$ cat src/rtl/ecc_pkg.sv
// Shared types and elaboration-time helpers for the Hamming scrubber.
// The codeword helpers describe where each data/parity bit sits (positions 1..DW+PW).
package ecc_pkg;

  typedef enum logic [2:0] {
    IDLE,
    RD_REQ,
    RD_WAIT,
    CHECK,
    WR_REQ,
    NEXT,
    DONE
  } scrub_state_t;

  // Smallest PW with 2**PW >= DW+PW+1.
  function automatic int get_parity_width(input int dw);
    int pw = 0;
    for (int p = 1; p < 31; p++) begin
      if (pw == 0 && (1 << p) >= dw + p + 1) pw = p;
    end
    return pw;
  endfunction

  function automatic bit is_pow2(input int p);
    return (p > 0) && ((p & (p - 1)) == 0);
  endfunction

  function automatic int log2_floor(input int p);
    int r = 0;
    for (int i = 0; i < 31; i++) begin
      if ((p >> i) > 1) r = i + 1;
    end
    return r;
  endfunction

  // Data bits fill the non-power-of-two positions in ascending order.
  function automatic int data_index(input int p);
    int n = 0;
    for (int i = 1; i < p; i++) begin
      if (!is_pow2(i)) n++;
    end
    return n;
  endfunction

endpackage

$ cat src/rtl/ecc_scrub_corr.sv
// Combinational Hamming syndrome and single-bit correction for one stored word.
// The syndrome is the XOR of the indices of all set positions, stored parity included.
module ecc_scrub_corr
  import ecc_pkg::*;
#(
  parameter int DW = 10,
  parameter int PW = 4
) (
  input  logic [DW-1:0] data,
  input  logic [PW-1:0] parity,
  output logic [PW-1:0] syndrome,
  output logic [DW-1:0] corr_data,
  output logic [PW-1:0] corr_parity,
  output logic          uncorr
);

  localparam int N = DW + PW;

  logic [N:1] cw;
  logic [N:1] fixed;

  for (genvar p = 1; p <= N; p++) begin : g_pos
    if (is_pow2(p)) begin : g_par
      assign cw[p]                        = parity[log2_floor(p)];
      assign corr_parity[log2_floor(p)]   = fixed[p];
    end else begin : g_dat
      assign cw[p]                        = data[data_index(p)];
      assign corr_data[data_index(p)]     = fixed[p];
    end
    assign fixed[p] = cw[p] ^ (syndrome == PW'(p));
  end

  for (genvar k = 0; k < PW; k++) begin : g_syn
    logic [N:1] sel;
    for (genvar p = 1; p <= N; p++) begin : g_sel
      if (((p >> k) & 1) == 1) begin : g_on
        assign sel[p] = cw[p];
      end else begin : g_off
        assign sel[p] = 1'b0;
      end
    end
    assign syndrome[k] = ^sel;
  end

  assign uncorr = (syndrome > PW'(N));

endmodule

$ cat src/rtl/ecc_scrubber.sv
// Background scrubber: walks an address range, corrects single-bit errors by
// write-back, and counts/logs every nonzero syndrome.
//
// state   | meaning
// IDLE    | waiting for i_start
// RD_REQ  | issue read at base+index unless paused
// RD_WAIT | single outstanding read, wait for rvalid
// CHECK   | evaluate syndrome on registered word
// WR_REQ  | hold write-back until acked
// NEXT    | advance index, finish when range exhausted
// DONE    | pulse o_done, drop o_busy
module ecc_scrubber
  import ecc_pkg::*;
#(
  parameter  int DW   = 10,
  parameter  int AW   = 8,
  parameter  int CNTW = 16,
  localparam int PW   = get_parity_width(DW)
) (
  input  logic            clk,
  input  logic            reset,
  input  logic            i_start,
  input  logic [AW-1:0]   i_base,
  input  logic [AW:0]     i_count,
  input  logic            i_pause,
  output logic            o_busy,
  output logic            o_done,
  output logic            o_mem_rreq,
  output logic [AW-1:0]   o_mem_raddr,
  input  logic            i_mem_rvalid,
  input  logic [DW-1:0]   i_mem_rdata,
  input  logic [PW-1:0]   i_mem_rparity,
  output logic            o_mem_wreq,
  output logic [AW-1:0]   o_mem_waddr,
  output logic [DW-1:0]   o_mem_wdata,
  output logic [PW-1:0]   o_mem_wparity,
  input  logic            i_mem_wack,
  output logic [CNTW-1:0] o_corr_cnt,
  output logic [CNTW-1:0] o_uncorr_cnt,
  output logic [AW-1:0]   o_err_addr,
  output logic [PW-1:0]   o_err_pos
);

  scrub_state_t  state;
  logic [AW-1:0] base;
  logic [AW:0]   count;
  logic [AW:0]   index;
  logic [AW:0]   idx_nxt;
  logic [DW-1:0] rd_data;
  logic [PW-1:0] rd_parity;

  logic [PW-1:0] syn;
  logic [DW-1:0] fix_data;
  logic [PW-1:0] fix_parity;
  logic          syn_uncorr;

  ecc_scrub_corr #(
    .DW(DW),
    .PW(PW)
  ) u_corr (
    .data        (rd_data),
    .parity      (rd_parity),
    .syndrome    (syn),
    .corr_data   (fix_data),
    .corr_parity (fix_parity),
    .uncorr      (syn_uncorr)
  );

  assign idx_nxt = index + (AW+1)'(1);

  // The read strobe follows i_pause directly so a word costs only four cycles.
  assign o_mem_rreq = (state == RD_REQ) && !i_pause;

  always_ff @(posedge clk) begin
    if (reset) begin
      state         <= IDLE;
      base          <= '0;
      count         <= '0;
      index         <= '0;
      rd_data       <= '0;
      rd_parity     <= '0;
      o_busy        <= 1'b0;
      o_done        <= 1'b0;
      o_mem_raddr   <= '0;
      o_mem_wreq    <= 1'b0;
      o_mem_waddr   <= '0;
      o_mem_wdata   <= '0;
      o_mem_wparity <= '0;
      o_corr_cnt    <= '0;
      o_uncorr_cnt  <= '0;
      o_err_addr    <= '0;
      o_err_pos     <= '0;
    end else begin
      o_done <= 1'b0;
      case (state)
        IDLE: begin
          if (i_start) begin
            base        <= i_base;
            count       <= i_count;
            index       <= '0;
            o_mem_raddr <= i_base;
            o_busy      <= 1'b1;
            state       <= (i_count == '0) ? DONE : RD_REQ;
          end
        end
        RD_REQ: begin
          if (!i_pause) state <= RD_WAIT;
        end
        RD_WAIT: begin
          if (i_mem_rvalid) begin
            rd_data   <= i_mem_rdata;
            rd_parity <= i_mem_rparity;
            state     <= CHECK;
          end
        end
        CHECK: begin
          if (syn == '0) begin
            state <= NEXT;
          end else if (syn_uncorr) begin
            if (o_uncorr_cnt != {CNTW{1'b1}}) o_uncorr_cnt <= o_uncorr_cnt + CNTW'(1);
            o_err_addr <= o_mem_raddr;
            o_err_pos  <= syn;
            state      <= NEXT;
          end else begin
            if (o_corr_cnt != {CNTW{1'b1}}) o_corr_cnt <= o_corr_cnt + CNTW'(1);
            o_err_addr    <= o_mem_raddr;
            o_err_pos     <= syn;
            o_mem_wreq    <= 1'b1;
            o_mem_waddr   <= o_mem_raddr;
            o_mem_wdata   <= fix_data;
            o_mem_wparity <= fix_parity;
            state         <= WR_REQ;
          end
        end
        WR_REQ: begin
          if (i_mem_wack) begin
            o_mem_wreq <= 1'b0;
            state      <= NEXT;
          end
        end
        NEXT: begin
          index       <= idx_nxt;
          o_mem_raddr <= base + idx_nxt[AW-1:0];
          state       <= (idx_nxt == count) ? DONE : RD_REQ;
        end
        DONE: begin
          o_done <= 1'b1;
          o_busy <= 1'b0;
          state  <= IDLE;
        end
        default: state <= IDLE;
      endcase
    end
  end

endmodule
$ cat config.mk
export PLATFORM = sky130hd
export DESIGN_NAME = ecc_scrubber
export DESIGN_NICKNAME = d
export VERILOG_FILES = /design/src/rtl/ecc_pkg.sv /design/src/rtl/ecc_scrub_corr.sv /design/src/rtl/ecc_scrubber.sv
export SDC_FILE = /design/constraint.sdc
export NUM_CORES = 1
export LEC_CHECK = 0
export BUFFER_PORTS_ARGS = -buffer_cell sky130_fd_sc_hd__buf_2
export CORE_MARGIN = 1.5
export CORE_UTILIZATION = 45
export DETAILED_ROUTE_END_ITERATION = 12
export PLACE_DENSITY = 0.76
export SYNTH_ARGS = -nofsm -noshare
export SYNTH_HDL_FRONTEND = slang
export SYNTH_HIERARCHICAL = 1
export SYNTH_SLANG_ARGS = --single-unit
$ cat constraint.sdc
create_clock -name clk -period 5.2 [get_ports clk]
set_input_delay 0 -clock clk [delete_from_list [all_inputs] [get_ports clk]]
set_output_delay 0 -clock clk [all_outputs]
set_load 0.02 [all_outputs]
==> metrics.csv, run 1 <==
stage,metric,value,unit
status,status,finished clean,
cts,cts.clk_slew.worst_paths,0.05,ns
hold_path,min_path_type,in2reg,
routing,avgRoutedWirePerCell,14.69,um
synth,yosys.area_share.xor_xnor,0.1255,
timing,worst_slew_margin_rel,0.4132,
critical_path,r2r_cells,8,
routing,wirelength,15.43,mm
synth,ys_seq_area_frac,0.3970,
critical_path,criticalPathCategory,reg2reg,
placed_design,dpl_cell_area,6695,sq um
synth,synth.mux.area_fraction,0.004963,
routing,drt_iter0_drc,378,
finish,diodes,0,
critical_path,r2r_start,rd_data[8]$_SDFFE_PP0P_,
finish,final_cell_area,7657,sq um
floorplanning,fp.dieW,119.0,um
timing,finalSetupViolations,0,
finish,nFillCells,1189,
cts,worstSkewPairLatency,0.41,ns
cts,clockBufferDepth,2,
synth,synthTopCellsByCount,"nand2_1, dfxtp_1, a21oi_1",
grt,grt_pass1_vias,5130,
synth,synth_flop_cell,dfxtp_1,
synth,synth.distinct_cells,63,
grt,grt_pass1_wl,25.50,mm
placed_design,port_buffers,114,
cts,cts-root-buf,clkbuf_16,
synth,synth_fa_ha_area_frac,0.02399,
grt,grt_max_degree,74,
timing,rsz0062_at_grt,false,
cts,h-tree-depth,4,
grt,antenna_found_initial,0,
routing,vias,5623,
timing,final-hold-violation-count,0,
critical_path,crit_fanout,24,
timing,period_share,0.6707,
flow_run,cap_violations,0,
cts,hold_buffers,32,
placed_design,gp_congestion,0.8936,
timing,fmax,286.7,MHz
cts,cts_made_buffers,17,
hold_path,worstHoldStart,i_mem_rvalid,
synth,synthArstFlopShare,0,
synth,synthTopCellsByArea,"dfxtp_1, nand2_1, a21oi_1",
critical_path,critPathLaunchType,flip-flop,
synth,syn_area,6051,sq um
cts,cts_setup_buffers,0,
power_and_ir_drop,intPower,2.087,mW
synth,synth_fp_nets,781,
power_and_ir_drop,clockPowerShare,0.427,
placed_design,dp_hpwl,10.41,mm
cts,cts.sink_count,120,
power_and_ir_drop,ir_worst_vdd,0.0002364,V
floorplanning,rows,42,
floorplanning,die_h,119.0,um
power_and_ir_drop,p_leak,3.145,nW
synth,synthesis.instances,733,
power_and_ir_drop,p_seq_frac,0.359,
critical_path,cp.required,5.47,ns
synth,synth_edf_count,0,
timing,finalSetupTns,0,ns
timing,report.final.slew_viol_count,0,
power_and_ir_drop,p_switching,0.8700,mW
finish,synthToLayoutAreaGrowth,26.55,%
timing,period_minus_slack,3.488,ns
synth,synth-simple-area-share,0.2711,
power_and_ir_drop,power_per_cell_area,386.2,nW/um^2
hold_path,holdPathStages,5,
synth,synth_top_family_by_area,simple AND/OR/NAND/NOR gates,
power_and_ir_drop,p_sw_frac,0.2942,
synth,synth_top_area_cell,dfxtp_1,
grt,grt.total_usage,0.2248,
cts,cts_tree,done,
timing,fin_skew,0.006574,ns
synth,syn_avg_cell_area,8.255,sq um
critical_path,end_kind,flip-flop,
synth,ys_ff_latch,120,
cts,cts_resized,0,
floorplanning,core,13190,sq um
critical_path,worstPathArrival,3.76,ns
floorplanning,dieArea,14150,sq um
timing,tightestPinTransition,0.8802,ns
critical_path,r2r_end,o_corr_cnt[12]$_SDFFE_PP0P_,
floorplanning,io-pin-count,115,
synth,synthMostInstantiatedCell,nand2_1,
hold_path,holdPathEnd,state[0]$_SDFFE_PP0P_,
routing,firstDrtPassIters,5,
power_and_ir_drop,power_frac_comb,0.214,
grt,gr-total-overflow,0,
finish,drive_above_1_share,0.1922,
floorplanning,initial_core_util,0.4587,
routing,drc_errors,0,
synth,synth-compound-area-share,0.1392,
finish,fin_nets,909,
critical_path,r2r_slack,1.71,ns
routing,ant_nets,0,
synth,yosysWarnings,6,
synth,synth_top_area_frac,0.3970,
routing,viasPerCell,5.355,
worst max-delay path, stage by stage (launching register included):
cell	delay (ns)
dfxtp_1	0.40
xor2_1	0.26
xnor3_2	0.64
nor4_1	0.69
or3_1	0.78
nor3b_4	0.13
and4_1	0.26
xnor2_1	0.13
nor2_1	0.05
how the worst max path moves through the flow:
stage	from	end	cells past startpoint
finish	rd_data[8]$_SDFFE_PP0P_	o_corr_cnt[12]$_SDFFE_PP0P_	8
global placement	rd_data[8]$_SDFFE_PP0P_	o_corr_cnt[12]$_SDFFE_PP0P_	8
global route	rd_data[8]$_SDFFE_PP0P_	o_corr_cnt[12]$_SDFFE_PP0P_	8
detailed placement	rd_data[8]$_SDFFE_PP0P_	o_corr_cnt[12]$_SDFFE_PP0P_	8
floorplan	rd_data[6]$_SDFFE_PP0P_	o_corr_cnt[12]$_SDFFE_PP0P_	10
CTS	rd_data[8]$_SDFFE_PP0P_	o_corr_cnt[12]$_SDFFE_PP0P_	8
power groups by stage:
stage	clock network [mW]	registers (mW)	logic (mW)
after global placement	0	1.08	0.593
final	1.26	1.06	0.633
after detailed placement	0	1.08	0.606
after CTS	1.28	1.06	0.629
after floorplan	0	1.06	0.492
after global routing	1.33	1.07	0.698
metrics by stage:
step	setup WS [ns]	instances	hold WS [ns]	power (mW)	utilization
after floorplan	2.442	733	0.07938	1.551	-
after global placement	1.892	986	0.2510	1.670	0.5076
after detailed placement	1.706	986	0.2496	1.686	0.5076
after CTS	1.703	1050	0.04470	2.967	0.5805
after global routing	1.468	1050	0.08466	3.094	0.5805
final	1.713	1050	0.07060	2.957	0.5805
logic make-up after synthesis:
kind of cell | Yosys count
mux | 3
compound gates | 148
buf+inv | 53
fa+ha+maj | 11
simple gates | 327
flops | 120
xor+xnor | 71
cell type report:
class / instances / area (sq um) / share of cell area
well taps: 176 / 220.2 / 0.02876
flip-flops and latches: 120 / 2402 / 0.3137
clock buffers: 24 / 501.7 / 0.06552
clock inverters: 8 / 140.1 / 0.01830
inverters: 12 / 52.55 / 0.006863
multi-input cells: 560 / 3417 / 0.4462
repair buffers: 150 / 923.4 / 0.1206
flip-flops by register name, summed over array words and instances (netlist names):
register / cells
index: 9
state: 3
o_err_pos: 4
o_done: 1
o_uncorr_cnt: 16
o_mem_wdata: 10
o_mem_wreq: 1
rd_data: 10
o_mem_raddr: 8
count: 9
o_busy: 1
o_mem_wparity: 4
o_corr_cnt: 16
o_err_addr: 8
base: 8
o_mem_waddr: 8
rd_parity: 4
cells in the final DEF (no fill, tap or decap), types with 6 or more instances in the layout:
cell type      instances
dfxtp_1              120
nand4_1               15
dlygate4sd3_1         32
nor2_1                57
or3_1                 11
inv_1                 10
xor2_1                29
a21oi_1               92
a311oi_1               6
o21ai_0               21
buf_2                113
ha_1                  10
nand3_1               16
clkbuf_16             17
nand2_1              156
nor3_1                 8
xnor2_1               32
and3_1                 8
and4_1                 9
layer usage:
| layer | track usage | vias up | share of wire |
|---|---|---|---|
| met5 | 0 | - | 0 |
| met4 | 0.09789 | 0 | 0.026 |
| met3 | 0.04550 | 32 | 0.062 |
| met2 | 0.3408 | 178 | 0.44 |
| met1 | 0.3104 | 2613 | 0.47 |
| li1 | - | 2800 | - |
(Power assumes the default switching activity.)
==> inputs of run 2 (changes only) <==
Clock period 5.2 ns to 3.5 ns, I/O delays scaled along.
==> run 2 against run 1 <==
Against the previous run: clock-buffer cell count decreased by 4; die area unchanged; cell count increased by 0.38%; non-clock buffer count increased by 4; global-route usage increased by 0.51 points; utilization increased by 0.50 points; sequential share of layout area decreased by 0.27 points; flip-flop and latch count unchanged; critical endpoint is now o_corr_cnt[3]$_SDFFE_PP0P_; largest power group unchanged; setup slack got worse by 1.2 ns.
==> metrics.csv, run 2 (synthesis results as in run 1) <==
stage,metric,value,unit
cts,clockBufferDepth,2,
critical_path,end_kind,flip-flop,
finish,instances_no_fill,1054,
grt,antenna_found_initial,0,
critical_path,r2r_slack,0.46,ns
timing,rsz0062_at_grt,false,
floorplanning,core,13190,sq um
critical_path,crit_fanout,18,
floorplanning,rows,42,
timing,period_share,0.8676,
timing,fin_skew,0.005043,ns
floorplanning,die_h,119.0,um
timing,finalSetupTns,0,ns
placed_design,dp_hpwl,10.54,mm
grt,grt_pass1_wl,25.96,mm
power_and_ir_drop,p_leak,3.168,nW
cts,cts.clk_slew.worst_paths,0.06,ns
routing,viasPerCell,5.353,
cts,cts_setup_buffers,0,
timing,worst_slew_margin_rel,0.3944,
cts,h-tree-depth,4,
critical_path,critPathLaunchType,flip-flop,
routing,ant_nets,0,
placed_design,gp_congestion,0.8942,
finish,drive_above_1_share,0.1970,
timing,tightestPinTransition,0.9083,ns
critical_path,r2r_cells,9,
flow_run,cap_violations,0,
hold_path,holdPathStages,5,
cts,worstSkewPairLatency,0.41,ns
finish,diodes,0,
cts,cts.sink_count,120,
floorplanning,io-pin-count,115,
routing,firstDrtPassIters,5,
floorplanning,dieArea,14150,sq um
finish,synthToLayoutAreaGrowth,27.65,%
finish,fin_nets,913,
cts,cts-root-buf,clkbuf_16,
routing,drt_iter0_drc,610,
placed_design,port_buffers,114,
finish,reg.largest.list,"o_corr_cnt (16), o_uncorr_cnt (16)",
routing,drc_errors,0,
finish,layout_commonest_cell,nand2_1,
routing,wirelength,15.74,mm
floorplanning,fp.dieW,119.0,um
grt,grt_max_degree,86,
routing,vias,5642,
hold_path,min_path_type,in2reg,
timing,fmax,329.3,MHz
grt,grt_pass1_vias,5131,
cts,cts_tree,done,
critical_path,cp.required,3.76,ns
routing,avgRoutedWirePerCell,14.94,um
placed_design,placed_cells,990,
floorplanning,initial_core_util,0.4587,
power_and_ir_drop,power_per_cell_area,584.4,nW/um^2
critical_path,worstPathArrival,3.30,ns
finish,most-common-layout-cells,"nand2_1, dfxtp_1, buf_2",
timing,period_minus_slack,3.037,ns
critical_path,r2r_end,o_corr_cnt[3]$_SDFFE_PP0P_,
grt,grt.total_usage,0.2298,
status,status,finished clean,
grt,gr-total-overflow,0,
hold_path,holdPathEnd,state[0]$_SDFFE_PP0P_,
timing,report.final.slew_viol_count,0,
hold_path,worstHoldStart,i_mem_rvalid,
power_and_ir_drop,ir_worst_vdd,0.0003560,V
cts,cts_resized,0,
cts,cts_made_buffers,17,
timing,finalSetupViolations,0,
timing,final-hold-violation-count,0,
critical_path,r2r_start,rd_data[3]$_SDFFE_PP0P_,
critical_path,criticalPathCategory,reg2reg,
## run 2: per-layer routing
layer,routed length (um),vias to the layer above,GRT usage,share of wire
li1,-,2818,-,-
met1,7239,2602,0.3093,0.46
met2,7234,198,0.3659,0.46
met3,998,24,0.05603,0.063
met4,271,0,0.07003,0.017
met5,0,-,0,0
## run 2: what timing repair did
action                                  CTS  global route
endpoints found under the setup margin    0             0
hold endpoints to repair                 40             0
hold buffers                             32             0
## run 2: through the flow
step / power (mW) / worst slack [ns] / utilization / hold WS [ns] / instance area [sq um]
floorplan: 2.305 / 0.7420 / - / 0.07938 / 6051
global placement: 2.489 / 0.6170 / 0.5099 / 0.2545 / 6725
detailed placement: 2.506 / 0.5355 / 0.5099 / 0.2556 / 6725
CTS: 4.527 / 0.5078 / 0.5856 / 0.05199 / 7724
global route: 4.721 / 0.2517 / 0.5856 / 0.1038 / 7724
finish: 4.513 / 0.4635 / 0.5856 / 0.06645 / 7724
## run 2: power breakdown
part | leakage (nW) | total (mW) | internal, mW | switching (mW)
clock | 0.322 | 2.00 | 1.37 | 0.627
combinational | 1.87 | 0.944 | 0.370 | 0.573
sequential | 0.971 | 1.57 | 1.45 | 0.122
## run 2: worst max-delay path, cell delays in order (launching register included)
cell     delay [ns]
dfxtp_1        0.49
xor3_1         0.40
xnor3_2        0.39
nor4_1         0.69
nor3_2         0.07
buf_4          0.20
o21a_1         0.20
and4_1         0.25
xnor2_1        0.13
nor2_1         0.05
## run 2: layout make-up
cell class                 instances  area (sq um)
multi-input combinational        560          3417
timing repair buffer             154         953.4
tap                              176         220.2
fill                            1162          5466
clock inverter                    12         221.5
inverter                          12         52.55
sequential                       120          2402
clock buffer                      20         456.7
## run 2: worst max-delay path by stage
stage                                  from                           end  slack [ns]  cells past startpoint
floorplan           rd_data[6]$_SDFFE_PP0P_   o_corr_cnt[12]$_SDFFE_PP0P_        0.74                     10
global placement    rd_data[6]$_SDFFE_PP0P_  o_uncorr_cnt[5]$_SDFFE_PP0P_        0.62                      9
detailed placement  rd_data[6]$_SDFFE_PP0P_  o_uncorr_cnt[5]$_SDFFE_PP0P_        0.54                      9
CTS                 rd_data[6]$_SDFFE_PP0P_  o_uncorr_cnt[5]$_SDFFE_PP0P_        0.51                      9
global route        rd_data[3]$_SDFFE_PP0P_  o_uncorr_cnt[5]$_SDFFE_PP0P_        0.25                      9
finish              rd_data[3]$_SDFFE_PP0P_    o_corr_cnt[3]$_SDFFE_PP0P_        0.46                      9
==> inputs of run 3 (changes only) <==
Clock period 3.5 ns to 3 ns, I/O delays scaled along.
==> run 3 against run 2 <==
Against the previous run: sequential share of layout area fell by 0.22 points; wire length fell by 0.52%; clock power rose by 10%; worst hold slack improved by 0.00068 ns; first-iteration DRC count fell by 7.7%; die area did not move; clock-buffer cell count rose by 5; via count rose by 0.41%.
==> metrics.csv, run 3 (synthesis results as in run 1) <==
stage,metric,value,unit
critical_path,end_kind,flip-flop,
cts,cts_tree,done,
cts,cts-root-buf,clkbuf_16,
routing,firstDrtPassIters,6,
cts,cts_setup_buffers,0,
floorplanning,io-pin-count,115,
power_and_ir_drop,p_seq_frac,0.352,
cts,cts_made_buffers,17,
finish,regArea,2402,sq um
cts,h-tree-depth,4,
timing,fin_skew,0.004467,ns
critical_path,worstPathArrival,3.16,ns
timing,layout_setup_ws,0.1477,ns
critical_path,criticalPathCategory,reg2reg,
routing,viasPerCell,5.324,
power_and_ir_drop,p_leak,3.211,nW
floorplanning,dieArea,14150,sq um
power_and_ir_drop,intPower,3.681,mW
finish,fin_nets,923,
timing,period_share,0.9508,
cts,worstSkewPairLatency,0.42,ns
critical_path,critPathLaunchType,flip-flop,
placed_design,dp_slack,0.08969,ns
finish,layout_commonest_cell,nand2_1,
timing,fmax,350.6,MHz
grt,grt_pass1_vias,5130,
finish,most-common-layout-cells,"nand2_1, dfxtp_1, buf_2",
grt,gr-total-overflow,0,
timing,finalSetupViolations,0,
power_and_ir_drop,power_frac_comb,0.226,
routing,drc_errors,0,
grt,grt_pass1_wl,25.63,mm
grt,grt.total_usage,0.2273,
timing,rsz0062_at_grt,false,
timing,report.final.slew_viol_count,0,
power_and_ir_drop,report.power.total,5.218,mW
grt,grt_max_degree,91,
floorplanning,rows,42,
finish,synthToLayoutAreaGrowth,28.56,%
timing,finalSetupTns,0,ns
flow_run,cap_violations,0,
status,status,finished clean,
floorplanning,core,13190,sq um
grt,antenna_found_initial,0,
critical_path,crit_fanout,11,
power_and_ir_drop,power_per_cell_area,670.8,nW/um^2
timing,tightestPinTransition,0.9339,ns
placed_design,dpl_cell_area,6800,sq um
cts,cts.sink_count,120,
cts,clockBufferDepth,2,
finish,diodes,0,
routing,vias,5665,
power_and_ir_drop,clockPowerShare,0.422,
routing,drt_iter0_drc,563,
timing,period_minus_slack,2.852,ns
routing,ant_nets,0,
routing,wirelength,15.66,mm
placed_design,dp_hpwl,10.63,mm
power_and_ir_drop,ir_worst_vdd,0.0003911,V
finish,multiInputGateArea,3432,sq um
finish,reg.largest.list,"o_corr_cnt (16), o_uncorr_cnt (16)",
placed_design,port_buffers,114,
floorplanning,fp.dieW,119.0,um
power_and_ir_drop,p_switching,1.537,mW
routing,avgRoutedWirePerCell,14.72,um
floorplanning,initial_core_util,0.4587,
finish,drive_above_1_share,0.2050,
timing,final-hold-violation-count,0,
hold_path,min_path_type,in2reg,
critical_path,cp.required,3.31,ns
finish,nFillCells,1150,
cts,cts.clk_slew.worst_paths,0.05,ns
finish,final_cell_area,7779,sq um
floorplanning,die_h,119.0,um
placed_design,gp_congestion,0.8625,
timing,worst_slew_margin_rel,0.3774,
power_and_ir_drop,p_sw_frac,0.2946,
run 3: layout make-up:
type                    instances  share of cell area
flip-flops and latches        120              0.3088
well taps                     176             0.02831
clock buffers                  25             0.06498
repair buffers                164              0.1322
clock inverters                 7             0.01769
inverters                      12            0.006756
multi-input cells             560              0.4412
run 3: stage by stage:
| stage | utilization | std cells | hold slack [ns] |
|---|---|---|---|
| final | 0.5897 | 1064 | 0.06714 |
| after global routing | 0.5897 | 1064 | 0.09401 |
| after CTS | 0.5886 | 1064 | 0.05049 |
| after detailed placement | 0.5156 | 1000 | 0.2501 |
| after global placement | 0.5156 | 1000 | 0.2490 |
| after floorplan | - | 733 | 0.07938 |
run 3: layer usage:
layer  GRT usage  part of all wire
met1      0.3062              0.47
met2      0.3481              0.45
met3     0.05172             0.058
met4      0.1017             0.027
met5           0                 0
run 3: worst paths after layout:
path / start / to / slack [ns] / depth (start not counted)
setup / recovery: rd_data[8]$_SDFFE_PP0P_ / o_corr_cnt[12]$_SDFFE_PP0P_ / 0.15 / 10
hold reg to reg: o_mem_waddr[0]$_SDFFE_PP0P_ / o_mem_waddr[0]$_SDFFE_PP0P_ / 0.45 / 2
setup reg to reg: rd_data[8]$_SDFFE_PP0P_ / o_corr_cnt[12]$_SDFFE_PP0P_ / 0.15 / 10
hold / removal: i_mem_rvalid / state[0]$_SDFFE_PP0P_ / 0.07 / 5
run 3: worst max-delay path, stage by stage, from the launching register on:
cell,delay [ns]
dfxtp_1,0.41
xor2_1,0.22
xnor3_4,0.63
inv_6,0.16
nor4_1,0.07
buf_4,0.15
or3_1,0.39
nor3b_4,0.31
and4_1,0.24
xnor2_1,0.11
nor2_1,0.05
run 3: power by group through the flow:
stage | Clock (mW) | Combinational, mW | Sequential (mW)
after floorplan | 0 | 0.853 | 1.84
after global placement | 0 | 1.11 | 1.86
after global routing | 2.31 | 1.30 | 1.85
final | 2.20 | 1.18 | 1.84
after detailed placement | 0 | 1.13 | 1.87
after CTS | 2.23 | 1.17 | 1.83
run 3: repair_timing:
action	4_1_cts	5_1_grt
gates resized for setup	0	2
setup endpoints to repair	0	6
endpoints found under the hold margin	39	0
hold buffers	32	0
